File: src/rtl/router_sync_n.sv
// Router synchroniser for NUM_CH output FIFOs: latches the header address,
// decodes FIFO write enables, muxes back the full flag and flushes stale FIFOs.
module router_sync_n #(
    parameter int NUM_CH  = 3,
    parameter int ADDR_W  = 2,
    parameter int TIMEOUT = 30
) (
    input  logic              clock,
    input  logic              reset,
    input  logic [ADDR_W-1:0] data_in,
    input  logic              detect_add,
    input  logic              write_enb_reg,
    input  logic [NUM_CH-1:0] full,
    input  logic [NUM_CH-1:0] empty,
    input  logic [NUM_CH-1:0] read_enb,
    output logic [NUM_CH-1:0] write_enb,
    output logic              fifo_full,
    output logic [NUM_CH-1:0] vld_out,
    output logic [NUM_CH-1:0] soft_reset,
    output logic              addr_err
);
    localparam int CNT_W = $clog2(TIMEOUT);
    localparam logic [CNT_W-1:0] CNT_LAST = CNT_W'(TIMEOUT - 1);
    // One extra bit so NUM_CH == 2**ADDR_W still compares correctly.
    localparam logic [ADDR_W:0] NUM_CH_EXT = (ADDR_W + 1)'(NUM_CH);

    logic [ADDR_W-1:0] r_addr;
    logic              r_addr_err;
    logic [CNT_W-1:0]  r_cnt [NUM_CH];
    logic [NUM_CH-1:0] r_soft_reset;
    logic              w_addr_ok;
    logic [NUM_CH-1:0] w_sel;

    assign w_addr_ok = ({1'b0, r_addr} < NUM_CH_EXT);

    // One-hot channel select from the latched address; empty when out of range.
    always_comb begin
        w_sel = {NUM_CH{1'b0}};
        for (int i = 0; i < NUM_CH; i++) begin
            if (w_addr_ok && (r_addr == ADDR_W'(i))) begin
                w_sel[i] = 1'b1;
            end else begin
                w_sel[i] = 1'b0;
            end
        end
    end

    assign write_enb  = write_enb_reg ? w_sel : {NUM_CH{1'b0}};
    assign fifo_full  = |(full & w_sel);
    assign vld_out    = ~empty;
    assign soft_reset = r_soft_reset;
    assign addr_err   = r_addr_err;

    // Header address latch and its range flag.
    always_ff @(posedge clock or posedge reset) begin
        if (reset) begin
            r_addr     <= {ADDR_W{1'b0}};
            r_addr_err <= 1'b0;
        end else if (detect_add) begin
            r_addr     <= data_in;
            r_addr_err <= ({1'b0, data_in} >= NUM_CH_EXT);
        end
    end

    // Per-channel unread-valid timers; a read or empty FIFO always wins over terminal count.
    always_ff @(posedge clock or posedge reset) begin
        if (reset) begin
            for (int i = 0; i < NUM_CH; i++) begin
                r_cnt[i] <= {CNT_W{1'b0}};
            end
            r_soft_reset <= {NUM_CH{1'b0}};
        end else begin
            for (int i = 0; i < NUM_CH; i++) begin
                if (read_enb[i] || empty[i]) begin
                    r_cnt[i]        <= {CNT_W{1'b0}};
                    r_soft_reset[i] <= 1'b0;
                end else if (r_cnt[i] == CNT_LAST) begin
                    r_cnt[i]        <= {CNT_W{1'b0}};
                    r_soft_reset[i] <= 1'b1;
                end else begin
                    r_cnt[i]        <= r_cnt[i] + CNT_W'(1'b1);
                    r_soft_reset[i] <= 1'b0;
                end
            end
        end
    end
endmodule

File: config.mk
export PLATFORM = sky130hd
export DESIGN_NAME = router_sync_n
export DESIGN_NICKNAME = d
export VERILOG_FILES = /design/src/rtl/router_sync_n.sv
export SDC_FILE = /design/constraint.sdc
export NUM_CORES = 1
export LEC_CHECK = 0
export ABC_CLOCK_PERIOD_IN_PS = 3050
export BUFFER_PORTS_ARGS = -buffer_cell sky130_fd_sc_hd__buf_2
export CAP_MARGIN = 20
export CORE_MARGIN = 10
export CORE_UTILIZATION = 30
export CTS_CLUSTER_SIZE = 10
export DETAILED_ROUTE_END_ITERATION = 6
export PLACE_DENSITY_LB_ADDON = 0.2
export SYNTH_ARGS = -nofsm -noshare
export SYNTH_HDL_FRONTEND = slang
export SYNTH_SLANG_ARGS = --single-unit
File: constraint.sdc
create_clock -name clock -period 3.05 [get_ports clock]
set_input_delay 0.61 -clock clock [delete_from_list [all_inputs] [get_ports clock]]
set_output_delay 0.61 -clock clock [all_outputs]
set_load 0.02 [all_outputs]
==> flow_summary.html, run 1 <==
<table>
<tr><th>Metric</th><th>Value</th></tr>
<tr><th colspan="2">Logic synthesis</th></tr>
<tr><td>Yosys top cell area share</td><td>56.3%</td></tr>
<tr><td>Synth Instances</td><td>87</td></tr>
<tr><td>Sequential area share after synthesis</td><td>56.3%</td></tr>
<tr><td>Post-synthesis register bit count</td><td>21</td></tr>
<tr><td>Ys Warns</td><td>0</td></tr>
<tr><td>Library cell with the largest summed area after synthesis</td><td>dfrtp_1</td></tr>
<tr><td>Mean area per synthesized cell</td><td>10.7 sq um</td></tr>
<tr><td>Ranking of synthesized cells by area</td><td>dfrtp_1 56%, ha_1 8.0%, nor2_1 7.2%</td></tr>
<tr><td>Combined area of all synthesized cells</td><td>933 sq um</td></tr>
<tr><td>Number of distinct standard cells referenced by the synthesized netlist</td><td>17</td></tr>
<tr><td>Post-Synthesis Net Count</td><td>108</td></tr>
<tr><th colspan="2">Route</th></tr>
<tr><td>Post-route antenna net violation count</td><td>0</td></tr>
<tr><td>Detailed-routing iteration count for the pre-antenna-repair pass</td><td>2</td></tr>
<tr><td>Number of DRC violations after detailed-routing iteration 0</td><td>32</td></tr>
<tr><td>Vias</td><td>676</td></tr>
<tr><td>Via density per instance</td><td>4.23</td></tr>
<tr><td>DR WL/cell</td><td>10.9 um</td></tr>
<tr><td>Final WL</td><td>1.74 mm</td></tr>
<tr><td>Residual DRC count</td><td>0</td></tr>
<tr><th colspan="2">Finish</th></tr>
<tr><td>Antenna diode instance count</td><td>0</td></tr>
<tr><td>Final instance count without filler cells</td><td>160</td></tr>
<tr><td>Number of nets at the end of the flow</td><td>138</td></tr>
<tr><td>Total non-filler cell area in the finished layout</td><td>0.00114 sq mm</td></tr>
<tr><td>Layout Area Growth over Synthesis</td><td>22.3%</td></tr>
<tr><td>Filler Cells Inserted</td><td>325</td></tr>
<tr><td>Fraction of final layout cells with drive strength greater than 1</td><td>27.6%</td></tr>
<tr><th colspan="2">CTS</th></tr>
<tr><td>Buffers inserted during post-CTS setup optimization</td><td>0</td></tr>
<tr><td>Clock sinks</td><td>21</td></tr>
<tr><td>Resized cells post-CTS</td><td>0</td></tr>
<tr><td>Buffer levels on the longest clock path</td><td>2</td></tr>
<tr><td>Worst-skew pair later-pin latency</td><td>300 ps</td></tr>
<tr><td>Cell at the root of the clock tree</td><td>clkbuf_4</td></tr>
<tr><td>CTS H-tree lvls</td><td>1</td></tr>
<tr><td>Clock-pin transition on the worst setup and hold timing paths</td><td>110 ps</td></tr>
<tr><td>Clock tree from TritonCTS</td><td>done</td></tr>
<tr><td>CTS buffer count</td><td>3</td></tr>
<tr><td>Hold buffers post-CTS</td><td>0</td></tr>
<tr><th colspan="2">STA</th></tr>
<tr><td>Relative slew slack</td><td>48.9%</td></tr>
<tr><td>Fin Clk Skew</td><td>4.16 ps</td></tr>
<tr><td>Final setup vio count</td><td>0</td></tr>
<tr><td>Slew Viols, Final</td><td>0</td></tr>
<tr><td>Final total negative setup slack</td><td>0 ps</td></tr>
<tr><td>Least-Margin Pin Slew</td><td>765 ps</td></tr>
<tr><td>Final number of hold-violating endpoints</td><td>0</td></tr>
<tr><td>Unrepaired setup endpoints after global routing</td><td>false</td></tr>
<tr><td>Final critical-path required period</td><td>1820 ps</td></tr>
<tr><td>Worst path setup slack after routing</td><td>1230 ps</td></tr>
<tr><td>Crit share post-route</td><td>59.8%</td></tr>
<tr><td>Maximum operating frequency</td><td>548 MHz</td></tr>
<tr><th colspan="2">Placed design</th></tr>
<tr><td>Placed wire-length estimate</td><td>1.38 mm</td></tr>
<tr><td>Post-detailed-placement cell area</td><td>0.00111 sq mm</td></tr>
<tr><td>Number of cells after detailed placement</td><td>156</td></tr>
<tr><td>Port-buffer cells</td><td>25</td></tr>
<tr><td>Placer congestion estimate</td><td>0.735</td></tr>
<tr><td>Pre-CTS setup slack</td><td>1360 ps</td></tr>
<tr><th colspan="2">Global route</th></tr>
<tr><td>Global routing usage summed across all routing layers</td><td>6.82%</td></tr>
<tr><td>Global-route wire length before repair</td><td>3.00 mm</td></tr>
<tr><td>Number of global-route vias before repair</td><td>688</td></tr>
<tr><td>Initial antenna violation count</td><td>0</td></tr>
<tr><td>Maximum number of pins on one net before global-route repair</td><td>22</td></tr>
<tr><td>GRT overflow</td><td>0</td></tr>
<tr><th colspan="2">Hold path</th></tr>
<tr><td>Hold Path Class</td><td>in -&gt; async</td></tr>
<tr><th colspan="2">Pwr</th></tr>
<tr><td>Maximum ir drop on the vdd rail</td><td>0.000187 V</td></tr>
<tr><td>Power Density</td><td>418 mW/mm^2</td></tr>
<tr><td>Total power draw</td><td>0.477 mW</td></tr>
<tr><td>Static power due to leakage</td><td>0.585 nW</td></tr>
<tr><th colspan="2">Job</th></tr>
<tr><td>Number of maximum-capacitance violations</td><td>0</td></tr>
<tr><th colspan="2">Worst setup path</th></tr>
<tr><td>Startpoint kind of the worst setup timing path</td><td>register</td></tr>
<tr><td>Biggest fanout along the worst timing path</td><td>6</td></tr>
<tr><td>Endpoint class of the critical path</td><td>primary output</td></tr>
<tr><td>Critical path launch point</td><td>r_addr[0]</td></tr>
<tr><td>Category of the critical setup timing path</td><td>reg -&gt; out</td></tr>
<tr><td>RR Startpoint</td><td>r_cnt[6]</td></tr>
<tr><td>CP Data Arrival Time</td><td>1210 ps</td></tr>
<tr><td>Required time reported for the critical path endpoint</td><td>2440 ps</td></tr>
<tr><th colspan="2">Status</th></tr>
<tr><td>Status</td><td>finished clean</td></tr>
<tr><th colspan="2">Die</th></tr>
<tr><td>Std cell rows</td><td>20</td></tr>
<tr><td>Area of the placeable core</td><td>0.00303 sq mm</td></tr>
<tr><td>Starting density of the core</td><td>30.8%</td></tr>
<tr><td>Die width</td><td>75.8 um</td></tr>
<tr><td>Ports</td><td>26</td></tr>
<tr><td>Die outline height</td><td>75.8 um</td></tr>
<tr><td>Die ar.</td><td>0.00574 sq mm</td></tr>
</table>
-- where the power goes --
group,switching [mW],total [mW],internal (mW)
Combinational,0.0314,0.0538,0.0224
Clock,0.0807,0.129,0.0488
Sequential,0.00783,0.293,0.286
Total,0.120,0.477,0.357
-- worst max-delay path, stage by stage (launching register included) --
cell	delay, ps
dfrtp_1	450
mux2i_1	140
o21ai_0	150
buf_2	190
-- final cells by class --
class	count	area, sq um	share of cell area (%)
flip-flops and latches	21	526	46.1
well taps	44	55.1	4.82
inverters	8	30.0	2.63
multi-input cells	58	378	33.1
repair buffers	25	125	11.0
clock buffers	3	22.5	1.97
clock inverters	1	5.00	0.439
-- per-stage QoR --
stage / utilization [%] / hold WS [ps]
after floorplan: - / 460
after detailed placement: 36.8 / 490
final: 37.7 / 427
after global routing: 37.7 / 434
after global placement: 36.8 / 480
after CTS: 37.7 / 445
-- cell usage in the layout, fill, tap and decap left out, types with 2 or more instances in the layout --
master / count
buf_2: 25
dfrtp_1: 21
nor2_1: 18
inv_1: 8
nand3_1: 7
xor2_1: 6
ha_1: 6
nand4_1: 3
nand2_1: 3
xnor2_1: 3
nor3_1: 3
clkbuf_4: 3
o21ai_0: 2
mux2_2: 2
-- synth_stat cells --
master,count
and3b_1,1
and3b_2,1
dfrtp_1,21
ha_1,6
inv_1,8
mux2_2,2
mux2i_1,1
nand2_1,3
nand3_1,7
nand3b_1,1
nand4_1,3
nor2_1,18
nor3_1,3
nor3b_1,1
o21ai_0,2
xnor2_1,3
xor2_1,6
-- worst paths after layout --
path | to | slack [ps] | cells past startpoint
max | fifo_full | 1230 | 3
min | r_cnt[2] | 430 | 2
max reg2reg | r_cnt[7] | 1970 | 5
min reg2reg | r_cnt[10] | 500 | 1
max in group asynchronous | r_cnt[11] | 2140 | 2
min in group clock | soft_reset[1] | 460 | 2
-- cells by family (layout without fill, tap and decap cells) --
family	after synthesis	count (layout)	synth area share [%]
fa+ha+maj	6	6	8.04
compound gates	2	2	1.07
mux	3	3	3.49
flops	21	21	56.3
simple gates	38	38	19.4
buf+inv	8	37	3.22
xor+xnor	9	9	8.45
-- flip-flops by register name, indices dropped and copies added, names as in the netlist --
name / cells
r_cnt: 15
r_addr: 2
soft_reset: 3
addr_err: 1
-- routing by layer --
layer	global-route usage [%]	share of wire, %	vias up
met3	3.39	6.9	2
met2	11.8	50	12
met5	0	0	-
li1	-	-	341
met1	7.17	42	321
met4	1.86	0.80	0
(Power assumes the default switching activity.)
==> inputs of run 2 (changes only) <==
- ABC_CLOCK_PERIOD_IN_PS: 3050 -> 1800
- clock period: 3.05 -> 1.8 ns (I/O delays scaled with it)
==> run 2 against run 1 <==
  * Sequential power rose by 70%
  * Critical path type unchanged
  * Worst hold slack got worse by 380 ps
  * Clock skew fell by 1.4 ps
  * Final area rose by 0.88%
  * Power rose by 75%
  * Utilization rose by 0.33 points
  * Routed wire length rose by 2.1%
==> flow_summary.html, run 2 (synthesis gave the netlist of run 1 again) <==
<table>
<tr><th>Metric</th><th>Value</th></tr>
<tr><th colspan="2">Status</th></tr>
<tr><td>Status</td><td>finished clean</td></tr>
<tr><th colspan="2">CTS</th></tr>
<tr><td>CTS H-tree lvls</td><td>1</td></tr>
<tr><td>Buffers inserted during post-CTS setup optimization</td><td>0</td></tr>
<tr><td>Hold buffers post-CTS</td><td>0</td></tr>
<tr><td>Resized cells post-CTS</td><td>0</td></tr>
<tr><td>Cell at the root of the clock tree</td><td>clkbuf_4</td></tr>
<tr><td>Clock-pin transition on the worst setup and hold timing paths</td><td>130 ps</td></tr>
<tr><td>Clock tree from TritonCTS</td><td>done</td></tr>
<tr><td>CTS buffer count</td><td>3</td></tr>
<tr><td>Worst-skew pair later-pin latency</td><td>320 ps</td></tr>
<tr><td>Clock sinks</td><td>21</td></tr>
<tr><td>Buffer levels on the longest clock path</td><td>2</td></tr>
<tr><th colspan="2">Finish</th></tr>
<tr><td>Leading cell type in the layout, fill and taps excluded</td><td>buf_2</td></tr>
<tr><td>Antenna diode instance count</td><td>0</td></tr>
<tr><td>Number of flip-flops in the largest register</td><td>15</td></tr>
<tr><td>Util after Layout</td><td>38.0%</td></tr>
<tr><td>Number of nets at the end of the flow</td><td>139</td></tr>
<tr><td>Most frequent cells in the layout</td><td>25 x buf_2, 21 x dfrtp_1, 18 x nor2_1</td></tr>
<tr><td>Filler Cells Inserted</td><td>297</td></tr>
<tr><td>Layout Area Growth over Synthesis</td><td>23.3%</td></tr>
<tr><td>Fraction of final layout cells with drive strength greater than 1</td><td>28.2%</td></tr>
<tr><td>Register with the highest flop count</td><td>r_cnt</td></tr>
<tr><th colspan="2">Worst setup path</th></tr>
<tr><td>Startpoint kind of the worst setup timing path</td><td>register</td></tr>
<tr><td>Biggest fanout along the worst timing path</td><td>6</td></tr>
<tr><td>Endpoint class of the critical path</td><td>primary output</td></tr>
<tr><td>Category of the critical setup timing path</td><td>reg -&gt; out</td></tr>
<tr><td>Worst R2R Setup Slack</td><td>710 ps</td></tr>
<tr><td>CP Data Arrival Time</td><td>1220 ps</td></tr>
<tr><td>Required time reported for the critical path endpoint</td><td>1440 ps</td></tr>
<tr><th colspan="2">Route</th></tr>
<tr><td>Number of DRC violations after detailed-routing iteration 0</td><td>12</td></tr>
<tr><td>Post-route antenna net violation count</td><td>0</td></tr>
<tr><td>Vias</td><td>682</td></tr>
<tr><td>Residual DRC count</td><td>0</td></tr>
<tr><td>Via density per instance</td><td>4.24</td></tr>
<tr><td>Detailed-routing iteration count for the pre-antenna-repair pass</td><td>2</td></tr>
<tr><td>DR WL/cell</td><td>11.0 um</td></tr>
<tr><td>Final WL</td><td>1.78 mm</td></tr>
<tr><th colspan="2">Global route</th></tr>
<tr><td>Number of global-route vias before repair</td><td>646</td></tr>
<tr><td>Maximum number of pins on one net before global-route repair</td><td>22</td></tr>
<tr><td>Global-route wire length before repair</td><td>2.84 mm</td></tr>
<tr><td>Initial antenna violation count</td><td>0</td></tr>
<tr><td>GRT overflow</td><td>0</td></tr>
<tr><td>Global routing usage summed across all routing layers</td><td>6.66%</td></tr>
<tr><th colspan="2">Die</th></tr>
<tr><td>Die width</td><td>75.8 um</td></tr>
<tr><td>Area of the placeable core</td><td>0.00303 sq mm</td></tr>
<tr><td>Starting density of the core</td><td>30.8%</td></tr>
<tr><td>Die outline height</td><td>75.8 um</td></tr>
<tr><td>Ports</td><td>26</td></tr>
<tr><td>Std cell rows</td><td>20</td></tr>
<tr><td>Die ar.</td><td>0.00574 sq mm</td></tr>
<tr><th colspan="2">STA</th></tr>
<tr><td>Least-Margin Pin Slew</td><td>273 ps</td></tr>
<tr><td>Slew Viols, Final</td><td>0</td></tr>
<tr><td>Fin Clk Skew</td><td>2.81 ps</td></tr>
<tr><td>Worst hold slack</td><td>44.7 ps</td></tr>
<tr><td>Final total negative setup slack</td><td>0 ps</td></tr>
<tr><td>Final number of hold-violating endpoints</td><td>0</td></tr>
<tr><td>Relative slew slack</td><td>81.8%</td></tr>
<tr><td>Final setup vio count</td><td>0</td></tr>
<tr><td>Crit share post-route</td><td>87.6%</td></tr>
<tr><td>Unrepaired setup endpoints after global routing</td><td>false</td></tr>
<tr><td>Final critical-path required period</td><td>1580 ps</td></tr>
<tr><td>Maximum operating frequency</td><td>634 MHz</td></tr>
<tr><th colspan="2">Hold path</th></tr>
<tr><td>Hold Path Class</td><td>in -&gt; async</td></tr>
<tr><th colspan="2">Job</th></tr>
<tr><td>Number of maximum-capacitance violations</td><td>0</td></tr>
<tr><th colspan="2">Placed design</th></tr>
<tr><td>Port-buffer cells</td><td>25</td></tr>
<tr><td>Placed wire-length estimate</td><td>1.38 mm</td></tr>
<tr><td>Placer congestion estimate</td><td>0.731</td></tr>
<tr><th colspan="2">Pwr</th></tr>
<tr><td>Maximum ir drop on the vdd rail</td><td>0.000247 V</td></tr>
<tr><td>Static power due to leakage</td><td>0.586 nW</td></tr>
<tr><td>Power Density</td><td>726 mW/mm^2</td></tr>
</table>
## run 2: changes by cell type in the layout (fill, tap and decap cells not counted), sizes merged
cell | previous run | this run
buf | 25 | 26
clkinvlp | 0 | 1
clkinv | 1 | 0
## run 2: layout make-up
| cell class | count | area, sq um | share of cell area (%) |
|---|---|---|---|
| Inverter | 8 | 30.0 | 2.61 |
| Clock inverter | 1 | 7.51 | 0.652 |
| Sequential cell | 21 | 526 | 45.7 |
| Timing Repair Buffer | 26 | 133 | 11.5 |
| Tap cell | 44 | 55.1 | 4.78 |
| Clock buffer | 3 | 22.5 | 1.96 |
| Multi-Input combinational cell | 58 | 378 | 32.8 |
## run 2: final timing paths
check	start	depth (start not counted)	to
min in group clock	read_enb[1]	2	soft_reset[1]
min reg2reg	r_cnt[10]	1	r_cnt[10]
max reg2reg	r_cnt[6]	5	r_cnt[8]
max	r_addr[0]	3	fifo_full
max in group asynchronous	reset	3	r_cnt[14]
min	reset	3	r_cnt[0]
## run 2: metrics by stage
stage	total power, mW	cell area, sq um	instances	worst slack, ps
finish	0.836	1150	161	223
global route	0.876	1150	161	147
CTS	0.848	1150	161	209
detailed placement	0.602	1120	157	582
global placement	0.600	1120	157	605
floorplan	0.558	933	87	441
## run 2: layer usage
| metal | share of wire, % | GRT usage, % | vias up |
|---|---|---|---|
| met4 | 1.9 | 3.71 | 0 |
| met2 | 46 | 10.2 | 13 |
| met5 | 0 | 0 | - |
| met1 | 46 | 8.09 | 321 |
| li1 | - | - | 343 |
| met3 | 5.6 | 2.08 | 5 |
## run 2: worst max-delay path, cell delays in order, from the launching register on
cell     delay, ps
dfrtp_1        450
mux2i_1        130
o21ai_0        140
buf_2          190
## run 2: power by group
group          total [mW]  internal, mW  switching, mW
registers           0.497         0.484         0.0129
clock network       0.245        0.0849          0.160
logic              0.0936        0.0394         0.0542
